File: src/rtl/datapath_sequencer.sv
// datapath_sequencer
// Multicycle control FSM for the 16-register / ALU datapath. It accepts one
// instruction per handshake, decodes it, drives the operand selects, the
// immediate and the ALU opcode for EXEC_CYCLES cycles, and then issues a
// single write-back cycle.
//
// Ports:
//   clk          system clock, rising edge
//   reset        asynchronous, active-high reset
//   instr_valid  instr_in is valid
//   instr_in     16-bit instruction word
//   instr_ready  sequencer can accept an instruction
//   ra_sel       A-operand mux select (Rdest)
//   rb_sel       B-operand mux select (Rsrc)
//   imm_sel      1 = ALU B input takes imm_out
//   imm_out      extended immediate
//   alu_op       0 ADD, 1 SUB, 2 AND, 3 OR, 4 XOR, 5 PASS_B
//   reg_we       one-hot register write enable
//   flag_we      flag register write enable
//   done         one-cycle completion pulse
//   illegal      one-cycle pulse for an undecodable instruction
//
// state  | meaning
// IDLE   | waiting for a handshake (instr_ready high once armed)
// DECODE | latched instruction is decoded, exec counter loaded
// EXEC   | operands/opcode driven while the ALU settles
// WB     | write enables and done pulse for one cycle

module datapath_sequencer #(
  parameter int EXEC_CYCLES = 1,
  parameter bit PROTECT_R0  = 1'b0
) (
  input  logic        clk,
  input  logic        reset,
  input  logic        instr_valid,
  input  logic [15:0] instr_in,
  output logic        instr_ready,
  output logic [3:0]  ra_sel,
  output logic [3:0]  rb_sel,
  output logic        imm_sel,
  output logic [15:0] imm_out,
  output logic [2:0]  alu_op,
  output logic [15:0] reg_we,
  output logic        flag_we,
  output logic        done,
  output logic        illegal
);

  typedef enum logic [1:0] {IDLE, DECODE, EXEC, WB} state_t;

  localparam logic [2:0] ALU_ADD  = 3'd0;
  localparam logic [2:0] ALU_SUB  = 3'd1;
  localparam logic [2:0] ALU_AND  = 3'd2;
  localparam logic [2:0] ALU_OR   = 3'd3;
  localparam logic [2:0] ALU_XOR  = 3'd4;
  localparam logic [2:0] ALU_PASS = 3'd5;

  localparam logic [1:0] CNT_LOAD = 2'(EXEC_CYCLES - 1);

  state_t      state, state_nxt;
  logic [15:0] instr_q;
  logic [1:0]  cnt, cnt_nxt;
  // Keeps instr_ready low until the first clock edge after reset release.
  logic        armed;

  logic [3:0]  op, ext, code, rdest;
  logic        is_imm, legal, sext, writes_reg, writes_flag, active;
  logic [2:0]  dec_alu;
  logic [15:0] imm_ext;

  always_ff @(posedge clk or posedge reset) begin
    if (reset) begin
      state   <= IDLE;
      instr_q <= '0;
      cnt     <= '0;
      armed   <= 1'b0;
    end else begin
      state <= state_nxt;
      cnt   <= cnt_nxt;
      armed <= 1'b1;
      if (state == IDLE && armed && instr_valid)
        instr_q <= instr_in;
    end
  end

  // Register form (op=0) is decoded by ext; immediate forms reuse the same
  // codes in the op field, so both collapse onto one case statement.
  always_comb begin
    op          = instr_q[15:12];
    ext         = instr_q[7:4];
    rdest       = instr_q[11:8];
    is_imm      = (op != 4'd0);
    code        = is_imm ? op : ext;
    legal       = 1'b1;
    sext        = 1'b0;
    writes_reg  = 1'b1;
    writes_flag = 1'b0;
    dec_alu     = ALU_ADD;
    case (code)
      4'b0101: begin dec_alu = ALU_ADD; writes_flag = 1'b1; sext = 1'b1; end
      4'b1001: begin dec_alu = ALU_SUB; writes_flag = 1'b1; sext = 1'b1; end
      4'b0001: dec_alu = ALU_AND;
      4'b0010: dec_alu = ALU_OR;
      4'b0011: dec_alu = ALU_XOR;
      4'b1011: begin
        dec_alu     = ALU_SUB;
        writes_flag = 1'b1;
        writes_reg  = 1'b0;
        sext        = 1'b1;
      end
      4'b1101: dec_alu = ALU_PASS;
      default: begin legal = 1'b0; writes_reg = 1'b0; end
    endcase
    imm_ext = sext ? {{8{instr_q[7]}}, instr_q[7:0]} : {8'h00, instr_q[7:0]};
  end

  always_comb begin
    state_nxt = state;
    cnt_nxt   = cnt;
    case (state)
      IDLE:   if (armed && instr_valid) state_nxt = DECODE;
      DECODE: begin
        if (legal) begin
          state_nxt = EXEC;
          cnt_nxt   = CNT_LOAD;
        end else begin
          state_nxt = WB;
        end
      end
      EXEC: begin
        if (cnt == 2'd0) state_nxt = WB;
        else             cnt_nxt   = cnt - 2'd1;
      end
      WB:      state_nxt = IDLE;
      default: state_nxt = IDLE;
    endcase
  end

  // All outputs derive from the state register and the latched instruction,
  // which is frozen outside IDLE, so they are stable through EXEC and WB.
  always_comb begin
    instr_ready = (state == IDLE) && armed;
    ra_sel      = '0;
    rb_sel      = '0;
    imm_sel     = 1'b0;
    imm_out     = '0;
    alu_op      = '0;
    reg_we      = '0;
    flag_we     = 1'b0;
    done        = 1'b0;
    illegal     = 1'b0;
    active      = ((state == EXEC) || (state == WB)) && legal;
    if (active) begin
      ra_sel  = rdest;
      rb_sel  = instr_q[3:0];
      imm_sel = is_imm;
      imm_out = is_imm ? imm_ext : 16'h0000;
      alu_op  = dec_alu;
    end
    if (state == WB) begin
      done    = 1'b1;
      illegal = ~legal;
      if (legal) begin
        flag_we = writes_flag;
        if (writes_reg && !(PROTECT_R0 && rdest == 4'd0))
          reg_we = 16'h0001 << rdest;
      end
    end
  end

endmodule

File: config.mk
export PLATFORM = sky130hd
export DESIGN_NAME = datapath_sequencer
export DESIGN_NICKNAME = d
export VERILOG_FILES = /design/src/rtl/datapath_sequencer.sv
export SDC_FILE = /design/constraint.sdc
export NUM_CORES = 1
export LEC_CHECK = 0
export CELL_PAD_IN_SITES_DETAIL_PLACEMENT = 1
export CELL_PAD_IN_SITES_GLOBAL_PLACEMENT = 2
export CORE_ASPECT_RATIO = 2
export CORE_UTILIZATION = 21
export DETAILED_ROUTE_END_ITERATION = 8
export PLACE_DENSITY = 0.75
export SLEW_MARGIN = 20
export SYNTH_ARGS = -nofsm -noshare
export SYNTH_HDL_FRONTEND = slang
export SYNTH_SLANG_ARGS = --single-unit
File: constraint.sdc
create_clock -name clk -period 2.6 [get_ports clk]
set_clock_uncertainty 0.15 [all_clocks]
set_input_delay 0.52 -clock clk [delete_from_list [all_inputs] [get_ports clk]]
set_output_delay 0.52 -clock clk [all_outputs]
set_load 0.01 [all_outputs]
==> impl_metrics.ini <==
[timing]
fin_crit_sh = 1.12
worst_pin_slew_ns = 0.574
finalHoldViolCount = 0
maxSlewViolCount = 0
rsz0062_at_grt = yes
period_needed_ns = 2.92
setup_violations = 43
max-slew-margin-rel = 0.617
hold_slack_ns = 0.375
setup_slack_ns = -0.323
fmax_ghz = 0.342

[place]
dpl.hpwl_mm = 4.06
placed_cell_area_mm2 = 0.00245
pre_cts_ws_ns = -0.492
io_buffers = 66
gp_congestion = 0.794

[global_routing]
grt_util_all_layers = 0.151
gr-total-overflow = 0
antenna_found_initial = 0
grt_max_degree = 22
grt_pass1_wl_mm = 9.05
grt_pass1_vias = 1748

[status]
status = complete, but fails checks
failed_checks = setup timing

[cells_and_area]
fin_area_mm2 = 0.00289
final_common_cell = buf_6
n_antenna_cell = 0
fin_nets = 297
drive_gt1_frac = 0.627
final_cell_mix = buf_6, buf_4, buf_2
syn_to_final_growth_pct = 89.2

[critical_path]
worst_setup_path_end_kind = primary output
path_cells = or4b_4 -> a211oi_4 -> o221ai_2 -> a21oi_4 -> and3_4 -> buf_6 -> buf_6
crit_slowest_cell = or4b_4
critPathMaxFanout = 7
cp_slowest_stage_delay_ns = 0.56
path_common_cell = buf_6
start_kind = flip-flop
crit_type = flip-flop to primary output
arrival_ns = 2.25
crit_required_ns = 1.93

[yosys]
yosys_warnings = 0
ys_async_sr_fraction = 1.00
ys_ff_latch = 21
syn_area_mm2 = 0.00153
synth_cell_types = 45
synth_edf_count = 0
synth.top_cell.area_share = 0.344
synth-seq-area-share = 0.344
yosysTopAreaCell = dfrtp_1
synth_area_leaders = dfrtp_1, mux2_2, and2_1, ha_1, nor3_1
yosys_most_used_dff = dfrtp_1
synthCells = 163
syn_nets = 188
syn_avg_cell_area_um2 = 9.36

[floorplanning]
start_util = 0.218
num_rows = 43
fp.dieW_um = 62.3
die_height_um = 123
ios = 67
core_mm2 = 0.00699
fp.dieArea_mm2 = 0.00763

[pwr]
vdd_drop_max_mv = 0.625
power_mw = 3.66
powerDensity_mw_per_mm2 = 1270
leakage_nw = 1.35

[run]
maxCapViolations = 0

[cts]
tritoncts = yes
clockBufferDepth = 2
cts-root-buf = clkbuf_16
path_clk_slew_ns = 0.06
cts_max_level = 1
clkLatencyLatePin_ns = 0.25
cts.sinks = 21
cts_buffers = 3

[min_path]
worstHoldPathType = flip-flop to flip-flop

[route]
ant_nets = 0
drc = 0
avgRoutedWirePerCell_um = 15.5
initialDrtViolationCount = 46
drt_wl_total_mm = 5.59
drtPass1Iterations = 4
num_vias = 1655
vias_per_cell = 4.58
==> power breakdown <==
part / total [mW] / switching, mW / internal [mW]
combinational: 2.62 / 1.18 / 1.43
sequential: 0.716 / 0.239 / 0.477
clock: 0.327 / 0.120 / 0.207
==> final cells by class <==
class | instances | area, µm²
tap | 90 | 113
fill | 820 | 4110
multi-input combinational | 119 | 1130
clock buffer | 3 | 75.1
clock inverter | 1 | 5.00
inverter | 9 | 33.8
sequential | 21 | 531
timing repair buffer | 118 | 998
==> routing by layer <==
layer | track usage | routed length (µm) | share of wire | vias to the layer above
met5 | 0 | 0 | 0 | -
met3 | 0.0121 | 122 | 0.022 | 11
li1 | - | - | - | 788
met1 | 0.149 | 1910 | 0.34 | 817
met4 | 0.0654 | 144 | 0.026 | 0
met2 | 0.311 | 3400 | 0.61 | 39
==> flip-flops by register name (all words and copies together) (netlist names) <==
register  flops
instr_q      16
cnt           2
state         2
armed         1
==> through the flow <==
step                setup TNS (ns)  utilization  std cells
finish                       -8.03        0.413        361
global route                -11.95        0.413        361
CTS                          -8.32        0.382        355
detailed placement          -18.73        0.350        334
global placement            -16.63        0.350        334
floorplan                   -0.513            -        163
==> synth_stat cells, types with 2 or more instances <==
| master | number |
|---|---|
| dfrtp_1 | 21 |
| and2_1 | 18 |
| mux2_2 | 16 |
| nor3_1 | 12 |
| inv_1 | 9 |
| nor2_1 | 8 |
| buf_4 | 7 |
| and3_1 | 6 |
| ha_1 | 6 |
| nand2_1 | 6 |
| o21ai_0 | 6 |
| nand3_1 | 4 |
| a21oi_1 | 3 |
| clkbuf_1 | 3 |
| nand2b_1 | 3 |
| nor4b_1 | 3 |
| buf_2 | 2 |
| nor4_1 | 2 |
| o31ai_1 | 2 |
==> critical path: cells and delay by family, from the launching register on <==
family                 cells  cell delay, ns
AOI/OAI and AO/OA          3            0.57
buffers and inverters      2            0.20
DFF                        1            0.43
and+or+nand+nor            2            0.80
==> repair_timing <==
| item | in CTS | in global routing |
|---|---|---|
| setup endpoints to repair | 46 | 46 |
| setup buffers | 18 | 6 |
| gates resized for setup | 240 | 40 |
| pin swaps | 22 | 11 |
| gates cloned | 0 | 0 |
| hold buffers | 0 | 0 |
==> worst paths after layout <==
check	start	endpoint	slack (ns)	depth (start not counted)
hold / removal	cnt[1]$_DFFE_PP0P_	cnt[1]$_DFFE_PP0P_	0.38	2
setup reg to reg	instr_q[15]$_DFFE_PP0P_	cnt[1]$_DFFE_PP0P_	0.21	9
hold reg to reg	cnt[1]$_DFFE_PP0P_	cnt[1]$_DFFE_PP0P_	0.38	2
setup / recovery	instr_q[15]$_DFFE_PP0P_	imm_out[12]	-0.32	7
min in group asynchronous	reset	instr_q[7]$_DFFE_PP0P_	0.44	3
max in group asynchronous	reset	instr_q[15]$_DFFE_PP0P_	1.62	3
==> kinds of logic (layout without fill, tap and decap cells) <==
logic type,Yosys count,after routing,share of synthesized area
AND/OR/NAND/NOR,72,72,0.287
AO/OA/AOI/OAI,23,23,0.113
buffers and inverters,23,131,0.0803
flip-flops,21,21,0.344
multiplexers,16,16,0.118
adder cells (fa/ha/maj),6,6,0.0492
other,1,1,0.00246
XOR/XNOR,1,1,0.00574
Power figures use the tool's default switching activity.
